[src/rtl/in_stream_arbiter_pkg.sv]
// Shared definitions for the IN-stream round-robin arbiter.
package in_arb_pkg;

  typedef enum logic {
    IDLE = 1'b0,
    BUSY = 1'b1
  } arb_state_t;

  localparam int unsigned NUM_SRC_MAX   = 8;
  localparam int unsigned BURST_MAX_MAX = 64;

endpackage

[src/rtl/in_stream_arbiter_rr_picker.sv]
// Combinational round-robin priority picker: first requester at or above
// the pointer, wrapping around.
module rr_picker #(
  parameter int unsigned N  = 2,
  parameter int unsigned IW = 1
) (
  input  logic [N-1:0]  i_req,
  input  logic [IW-1:0] i_ptr,
  output logic [N-1:0]  o_sel,
  output logic [IW-1:0] o_idx,
  output logic          o_any
);

  int unsigned w_dist;
  int unsigned w_best_dist;
  logic [IW-1:0] w_best;
  logic w_found;

  // Pick the requester with the smallest wrapped distance from the pointer.
  always_comb begin
    w_found     = 1'b0;
    w_best      = '0;
    w_best_dist = N;
    w_dist      = 0;
    for (int unsigned k = 0; k < N; k++) begin
      w_dist = (k + N - 32'(i_ptr)) % N;
      if (i_req[k] && (w_dist < w_best_dist)) begin
        w_best_dist = w_dist;
        w_best      = IW'(k);
        w_found     = 1'b1;
      end
    end
  end

  // Expand the chosen index to a one-hot select.
  always_comb begin
    o_sel = '0;
    for (int unsigned k = 0; k < N; k++) begin
      o_sel[k] = w_found && (w_best == IW'(k));
    end
  end

  assign o_idx = w_best;
  assign o_any = w_found;

endmodule

[src/rtl/in_stream_arbiter.sv]
// Round-robin arbiter sharing the usb_cdc IN byte stream between sources,
// one burst per grant, with a one-stage registered output buffer.
module in_stream_arbiter
  import in_arb_pkg::*;
#(
  parameter int unsigned NUM_SRC      = 2,
  parameter int unsigned BURST_MAX    = 8,
  parameter int unsigned HOLD_TIMEOUT = 16
) (
  input  logic                 clk_i,
  input  logic                 rst_i,
  input  logic [8*NUM_SRC-1:0] src_data_i,
  input  logic [NUM_SRC-1:0]   src_valid_i,
  input  logic [NUM_SRC-1:0]   src_last_i,
  output logic [NUM_SRC-1:0]   src_ready_o,
  output logic [7:0]           in_data_o,
  output logic                 in_valid_o,
  input  logic                 in_ready_i,
  output logic [NUM_SRC-1:0]   grant_o
);

  if (NUM_SRC < 2 || NUM_SRC > NUM_SRC_MAX) begin : g_bad_num_src
    $error("in_stream_arbiter: NUM_SRC out of range");
  end
  if (BURST_MAX < 1 || BURST_MAX > BURST_MAX_MAX) begin : g_bad_burst_max
    $error("in_stream_arbiter: BURST_MAX out of range");
  end

  localparam int unsigned PW = $clog2(NUM_SRC);
  localparam int unsigned BW = $clog2(BURST_MAX + 1);
  localparam int unsigned SW = (HOLD_TIMEOUT > 0) ? $clog2(HOLD_TIMEOUT + 1) : 1;
  localparam bit            TIMEOUT_EN = (HOLD_TIMEOUT != 0);
  localparam logic [BW-1:0] BURST_LAST = BW'(BURST_MAX - 1);
  localparam logic [SW-1:0] STALL_LAST = SW'((HOLD_TIMEOUT > 0) ? HOLD_TIMEOUT - 1 : 0);
  localparam logic [PW-1:0] IDX_LAST   = PW'(NUM_SRC - 1);

  arb_state_t r_state;
  arb_state_t w_state_nxt;

  logic [NUM_SRC-1:0] r_grant;
  logic [PW-1:0]      r_gidx;
  logic [PW-1:0]      r_ptr;
  logic [BW-1:0]      r_burst;
  logic [SW-1:0]      r_stall;
  logic [7:0]         r_data;
  logic               r_valid;

  logic [NUM_SRC-1:0] w_pick_sel;
  logic [PW-1:0]      w_pick_idx;
  logic               w_pick_any;
  logic [7:0]         w_byte;
  logic               w_valid_g;
  logic               w_last_g;
  logic               w_ready;
  logic               w_xfer;
  logic               w_start;
  logic               w_exit;

  rr_picker #(
    .N  (NUM_SRC),
    .IW (PW)
  ) u_picker (
    .i_req (src_valid_i),
    .i_ptr (r_ptr),
    .o_sel (w_pick_sel),
    .o_idx (w_pick_idx),
    .o_any (w_pick_any)
  );

  // Route the granted source's byte through the one-hot grant mask.
  always_comb begin
    w_byte = '0;
    for (int unsigned k = 0; k < NUM_SRC; k++) begin
      if (r_grant[k]) begin
        w_byte = w_byte | src_data_i[8*k +: 8];
      end
    end
  end

  assign w_valid_g   = |(src_valid_i & r_grant);
  assign w_last_g    = |(src_last_i & r_grant);
  assign w_ready     = (r_state == BUSY) && (!r_valid || in_ready_i);
  assign src_ready_o = w_ready ? r_grant : '0;
  assign w_xfer      = w_valid_g && w_ready;

  // Next-state logic: grant on any request, release on last/burst limit/stall timeout.
  always_comb begin
    w_state_nxt = r_state;
    w_start     = 1'b0;
    w_exit      = 1'b0;
    case (r_state)
      IDLE: begin
        if (w_pick_any) begin
          w_start     = 1'b1;
          w_state_nxt = BUSY;
        end
      end
      BUSY: begin
        if (w_xfer && (w_last_g || (r_burst == BURST_LAST))) begin
          w_exit = 1'b1;
        end else if (TIMEOUT_EN && !w_valid_g && (r_stall == STALL_LAST)) begin
          w_exit = 1'b1;
        end
        if (w_exit) begin
          w_state_nxt = IDLE;
        end
      end
      default: w_state_nxt = IDLE;
    endcase
  end

  // State register.
  always_ff @(posedge clk_i or posedge rst_i) begin
    if (rst_i) begin
      r_state <= IDLE;
    end else begin
      r_state <= w_state_nxt;
    end
  end

  // Grant, round-robin pointer and burst/stall counters.
  always_ff @(posedge clk_i or posedge rst_i) begin
    if (rst_i) begin
      r_grant <= '0;
      r_gidx  <= '0;
      r_ptr   <= '0;
      r_burst <= '0;
      r_stall <= '0;
    end else if (w_start) begin
      r_grant <= w_pick_sel;
      r_gidx  <= w_pick_idx;
    end else if (w_exit) begin
      r_grant <= '0;
      r_burst <= '0;
      r_stall <= '0;
      r_ptr   <= (r_gidx == IDX_LAST) ? '0 : r_gidx + 1'b1;
    end else if (r_state == BUSY) begin
      if (w_xfer) begin
        r_burst <= r_burst + 1'b1;
      end
      // A source presenting data is not stalled, even while back-pressured.
      if (w_valid_g) begin
        r_stall <= '0;
      end else if (TIMEOUT_EN) begin
        r_stall <= r_stall + 1'b1;
      end
    end
  end

  // Output buffer: load on transfer, drain on downstream ready.
  always_ff @(posedge clk_i or posedge rst_i) begin
    if (rst_i) begin
      r_valid <= 1'b0;
      r_data  <= '0;
    end else if (w_xfer) begin
      r_valid <= 1'b1;
      r_data  <= w_byte;
    end else if (in_ready_i) begin
      r_valid <= 1'b0;
    end
  end

  assign in_data_o  = r_data;
  assign in_valid_o = r_valid;
  assign grant_o    = r_grant;

endmodule

[config.mk]
export PLATFORM = sky130hd
export DESIGN_NAME = in_stream_arbiter
export DESIGN_NICKNAME = d
export VERILOG_FILES = /design/src/rtl/in_stream_arbiter_pkg.sv /design/src/rtl/in_stream_arbiter_rr_picker.sv /design/src/rtl/in_stream_arbiter.sv
export SDC_FILE = /design/constraint.sdc
export NUM_CORES = 1
export LEC_CHECK = 0
export ABC_AREA = 1
export CAP_MARGIN = 20
export CORE_ASPECT_RATIO = 0.9
export CORE_MARGIN = 5
export CORE_UTILIZATION = 28
export CTS_BUF_LIST = sky130_fd_sc_hd__clkbuf_8
export DETAILED_ROUTE_END_ITERATION = 8
export PLACE_DENSITY = 0.63
export REMOVE_ABC_BUFFERS = 1
export SYNTH_ARGS = -nofsm -noshare
export SYNTH_HDL_FRONTEND = slang
export SYNTH_SLANG_ARGS = --single-unit
[constraint.sdc]
create_clock -name clk_i -period 1.95 [get_ports clk_i]
set_clock_uncertainty 0.1 [all_clocks]
set_input_delay 0.39 -clock clk_i [delete_from_list [all_inputs] [get_ports clk_i]]
set_output_delay 0.39 -clock clk_i [all_outputs]
set_load 0.01 [all_outputs]
### Word-level counts from Yosys, hierarchy flattened

Index checks and enable logic that the tools add are counted.
W data, S select, Z words.

| storage, ports and cells | value |
|---|---|
| flip-flop bits (word level) | 23 |
| output and inout port bits | 13 |
| logic and storage cells | 70 |

| operators by class | value |
|---|---|
| mux-type cells | 26 |
| add/sub/neg operators | 5 |
| $lt $le $gt $ge | 2 |
| bitwise gates (word level) | 6 |
| equal/unequal tests | 2 |
| reduce and logical (&&, ||, !) cells | 21 |

Operators with widths:

| kind | number |
|---|---|
| $mux W8 | 2 |
| $mux W5 | 3 |
| $mux W1 | 13 |
| $mux W4 | 3 |
| $logic_and A1 B1 Y1 | 8 |
| $mux W2 | 4 |
| $or A8 B8 Y8 | 1 |
| $reduce_bool A2 Y1 | 4 |
| $add A5 B1 Y5 const B | 1 |
| $eq A5 B4 Y1 const B | 1 |
| $add A4 B1 Y4 const B | 1 |
| $and A2 B2 Y2 | 2 |
| $eq A4 B3 Y1 const B | 1 |
| $reduce_and A2 Y1 | 2 |
| $reduce_or A2 Y1 | 2 |
| $not A1 Y1 | 3 |
| $reduce_and A3 Y1 | 1 |
| $logic_not A1 Y1 | 2 |
| $logic_or A1 B1 Y1 | 2 |
| $lt A1 B2 Y1 | 1 |
| $lt A1 B2 Y1 const B | 1 |
| $pmux W1 S2 | 1 |
| $sub A1 B1 Y1 const A | 2 |
| $add A1 B1 Y1 const B | 1 |

### Logic depth before layout (Yosys ltp)

Gate-level depths: netlist (run 1).

| logic depth | value |
|---|---|
| depth after elaboration | 11 |
| gate-level depth with buffers | 10 |
| gate-level depth less buffers | 9 |

### Modules after synthesis

From an unflattened synthesis (run 1), not the netlist that was laid out.

| second synthesis, totals | value |
|---|---|
| cells, all modules | 149 |
| area total of the unflattened synthesis | 1,161.1 µm² |

Modules (own cells, without submodules):

| module | sequential area each (µm²) | cells an instance | instances | area an instance (µm²) |
|---|---|---|---|---|
| in_stream_arbiter | 575.6 | 142 | 1 | 1,131.1 |
| rr_picker | 0.0 | 7 | 1 | 30.0 |

### Worst setup path before layout (run 1)

No wires, ideal clock.

| timing path | value |
|---|---|
| path kind | register -> register |
| start | reg r_stall[0] |
| end | reg r_stall[4] |
| path buffers | 0 |
| setup slack | 0.434 ns |
| cell stages (with the launch flop) | 7 |
| data arrival time | 1.332 ns |
| setup time | 0.084 ns |
| cells stage by stage | dfrtp_1 ha_1 nand2_1 nor2_1 ha_1 or2_2 o22ai_1 |

| between the ends | value |
|---|---|
| word-level cells in the longest chain between the ends | 8 |
| elaborated cells on any way between the ends | 12 |

RTL lines:

| element | RTL line | RTL |
|---|---|---|
| start, declared | in_stream_arbiter.sv:44 | `logic [SW-1:0] r_stall;` |
| start signal, assigned | in_stream_arbiter.sv:145 | `r_stall <= r_stall + 1'b1;` |
| $eq A5 B4 Y1 | in_stream_arbiter.sv:101 | `end else if (TIMEOUT_EN && !w_valid_g && (r_stall == STALL_LAST)) begin` |
| $logic_and A1 B1 Y1 | in_stream_arbiter.sv:101 |  |
| $mux W1 | in_stream_arbiter.sv:101 |  |
| $mux W1 | in_stream_arbiter.sv:99 | `if (w_xfer && (w_last_g \|\| (r_burst == BURST_LAST))) begin` |
| $mux W1 (2 in a row) | in_stream_arbiter.sv:91 | `case (r_state)` |
| $reduce_bool A2 Y1 (no source line) | - |  |
| $reduce_and A2 Y1 (no source line) | - |  |

Parallel ways exist; a longest one is shown, timed or not. The select of a mux whose other input is x is not followed.
A chain may end at the register's enable or synchronous reset.

### Final worst setup path (run 1)

| timing path | value |
|---|---|
| start | in in_ready_i |
| end | out src_ready_o[0] |

| between the ends | value |
|---|---|
| word-level cells in the longest chain between the ends | 3 |

RTL lines:

| element | RTL line | RTL |
|---|---|---|
| start, declared | in_stream_arbiter.sv:18 | `input logic in_ready_i,` |
| $logic_or A1 B1 Y1 | in_stream_arbiter.sv:82 | `assign w_ready = (r_state == BUSY) && (!r_valid \|\| in_ready_i);` |
| $logic_and A1 B1 Y1 | in_stream_arbiter.sv:82 |  |
| $mux W2 | in_stream_arbiter.sv:83 | `assign src_ready_o = w_ready ? r_grant : '0;` |
| end, declared | in_stream_arbiter.sv:15 | `output logic [NUM_SRC-1:0] src_ready_o,` |

Every way passes these cells.

==> results of run 1 <==
## power by group through the flow
stage	Combinational, mW	Sequential, mW	Clock (mW)
CTS	1.18	0.851	0.312
global route	1.30	0.884	0.328
finish	1.16	0.848	0.296
detailed placement	1.19	0.860	0
global placement	1.16	0.855	0
floorplan	0.581	0.914	0
## metal layers
metal | wire, um | track usage, %
met1 | 1470 | 14.4
met2 | 1160 | 15.5
met3 | 126 | 3.27
met4 | 12 | 1.75
met5 | 0 | 0
## flip-flops by register name (all words and copies together) (netlist names)
signal / count
r_stall: 5
in_valid_o: 1
grant_o: 2
r_state: 1
r_burst: 4
r_gidx: 1
r_ptr: 1
in_data_o: 8
## cell type report
cell class | instances | area (um^2) | area share (%)
clock buffers | 3 | 41.3 | 2.51
clock inverters | 1 | 5.00 | 0.304
inverters | 12 | 45.0 | 2.74
multi-input cells | 99 | 514 | 31.2
flip-flops and latches | 23 | 576 | 35.0
well taps | 48 | 60.1 | 3.65
repair buffers | 43 | 405 | 24.6
## cell usage in the layout, fill, tap and decap left out, types with 4 or more instances in the layout
| cell type | n |
|---|---|
| a21oi_1 | 4 |
| a31oi_1 | 6 |
| buf_4 | 8 |
| clkdlybuf4s50_1 | 33 |
| dfrtp_1 | 23 |
| inv_1 | 10 |
| nand2_1 | 41 |
| nand3_1 | 9 |
| nor2_1 | 11 |
| o21ai_0 | 6 |
| or2_2 | 4 |
## critical path: stages
cell	delay, ps
clkdlybuf4s50_1	470
inv_1	40
nand2_1	80
nand2_2	90
nor2_1	90
clkdlybuf4s15_1	240
## metrics by stage
step                utilization (%)  power [mW]  worst slack, ps  hold slack (ps)  cells
floorplan                         -        1.49              170              292    134
global placement               39.4        2.02             -251              346    225
detailed placement             39.4        2.05             -253              350    225
CTS                            40.5        2.34             23.4              361    229
global route                   40.4        2.51             16.7              384    229
finish                         40.4        2.31             54.2              357    229
## logic make-up after synthesis
group                      share of synthesized area (%)
AOI/OAI and AO/OA                                   12.7
DFF                                                 49.0
adders and majority gates                           3.20
xor gates and xnor gates                            2.24
and+or+nand+nor                                     25.7
buffers and inverters                               7.14
## worst min-delay path by stage
stage | endpoint | depth (start not counted)
floorplan | grant_o[0] | 1
global placement | r_ptr | 1
global route | r_ptr | 1
finish | r_ptr | 1
detailed placement | r_ptr | 1
CTS | r_ptr | 1
## what timing repair did
item	4_1_cts	5_1_grt
endpoints found under the setup margin	2	2
resized for setup	2	3
pin swaps	0	0
==> results.yml, run 1 <==
status:
  status: "completed"
route:
  drt_wl_total_mm: 2.77
  ant_nets: 0
  viasPerCell: 4.35
  vias: 997
  dr.pass1.iters: 4
  drcViolationCount: 0
  routedWlPerCell_um: 12.1
  drtIter0Drc: 32
critical_path:
  r2r-end: "r_stall[1]"
  crit_start: "in_ready_i"
  crit_type: "in2out"
  critPathLaunchType: "primary input"
  r2r_slack_ps: 310
  r2r_cells: 7
  worstSetupEndpointType: "output pin"
  rr_startpoint: "r_stall[0]"
  arrival_ps: 1410
  endpoint: "src_ready_o[0]"
  cp_max_fo: 3
  cp.required_ps: 1460
hold_path:
  hp-start: "r_gidx"
  worstHoldPathType: "reg2reg"
global_route:
  grt_max_degree: 24
  grt_usage_pct: 10.2
  grt_pass1_wl_mm: 4.57
  overflow: 0
  antenna_found_initial: 0
  grt_pass1_vias: 935
floorplan:
  die_h_um: 71.4
  io_pins: 36
  rows: 22
  dieArea_um2: 5590
  start_util_pct: 28.8
  core-area_um2: 4070
  die_w_um: 78.2
synth:
  synthFlopType: "dfrtp_1"
  synth.avg_cell_area_um2: 8.50
  synth_cell_types: 23
  syn_inst: 138
  yosysTopAreaCell: "dfrtp_1"
  synth_area_um2: 1170
  synth_area_leaders: "dfrtp_1 (49%), nand2_1 (13%), nand3_1 (3.8%)"
  ys_ff_latch: 23
  synth_top_area_share_pct: 49.0
  synth_most_common_cell: "nand2_1"
  async_reset_ff_share_pct: 100
  synth-edff-count: 0
  ys_seq_area_share_pct: 49.0
  synth_top_cells_by_count: "nand2_1 (41), dfrtp_1 (23), nor2_1 (11), inv_1 (10), nand3_1 (9)"
  synth_warnings: 0
clocking:
  clock_sinks: 23
  htree_levels: 1
  clk_latency_ps: 260
  clk_pin_slew_ps: 80
  cts_hold_buf: 0
  cts_tree: "done"
  cts_inserted_buffers: 3
  postCtsSetupBuffers: 0
  cts-root-buf: "clkbuf_8"
  clock_path_buffers: 2
sta:
  finalMaxSlewViolations: 0
  worst_slew_pin_slew_ps: 415
  period_share_pct: 97.2
  relSlewSlack_pct: 72.0
  hold_violations: 0
  tns_ps: 0
  min_period_ps: 1900
  rsz0062_at_grt: "false"
  setup_viol: 0
  fmax_ghz: 0.527
power_and_ir_drop:
  p_leak_nw: 0.744
  combPwrFrac_pct: 50.4
  internal_power_mw: 1.41
  power.share.clock_pct: 12.8
  pwr-share-seq_pct: 36.8
  p_switching_uw: 893
  netSwitchingFraction_pct: 38.7
  p_per_area_nw_per_um2: 1400
  ir_drop_v: 0.000698
placement:
  place_congestion: 0.754
  portBuffers: 35
  place_area_um2: 1610
  hpwl_mm: 2.10
layout:
  layout-drive-gt1-share_pct: 14.9
  num_antenna_cells: 0
  design_area_um2: 1650
  fin_nets: 208
  syn_to_final_growth_pct: 40.3
  fillCellCount: 421
flow_run:
  cap_viol_max_count: 0
No activity file was read; power rests on OpenSTA's default activity.
==> run 2: changes to the inputs <==
Settings changed: GPL_ROUTABILITY_DRIVEN from default to 1, TNS_END_PERCENT from default to 20.
==> results of run 2 <==
Final layout, timing and power as in run 1 (identical DEF).
==> run 3: changes to the inputs <==
Settings changed: HOLD_SLACK_MARGIN from default to 0.15.
==> results of run 3 <==
Final layout, timing and power as in run 1 (identical DEF).
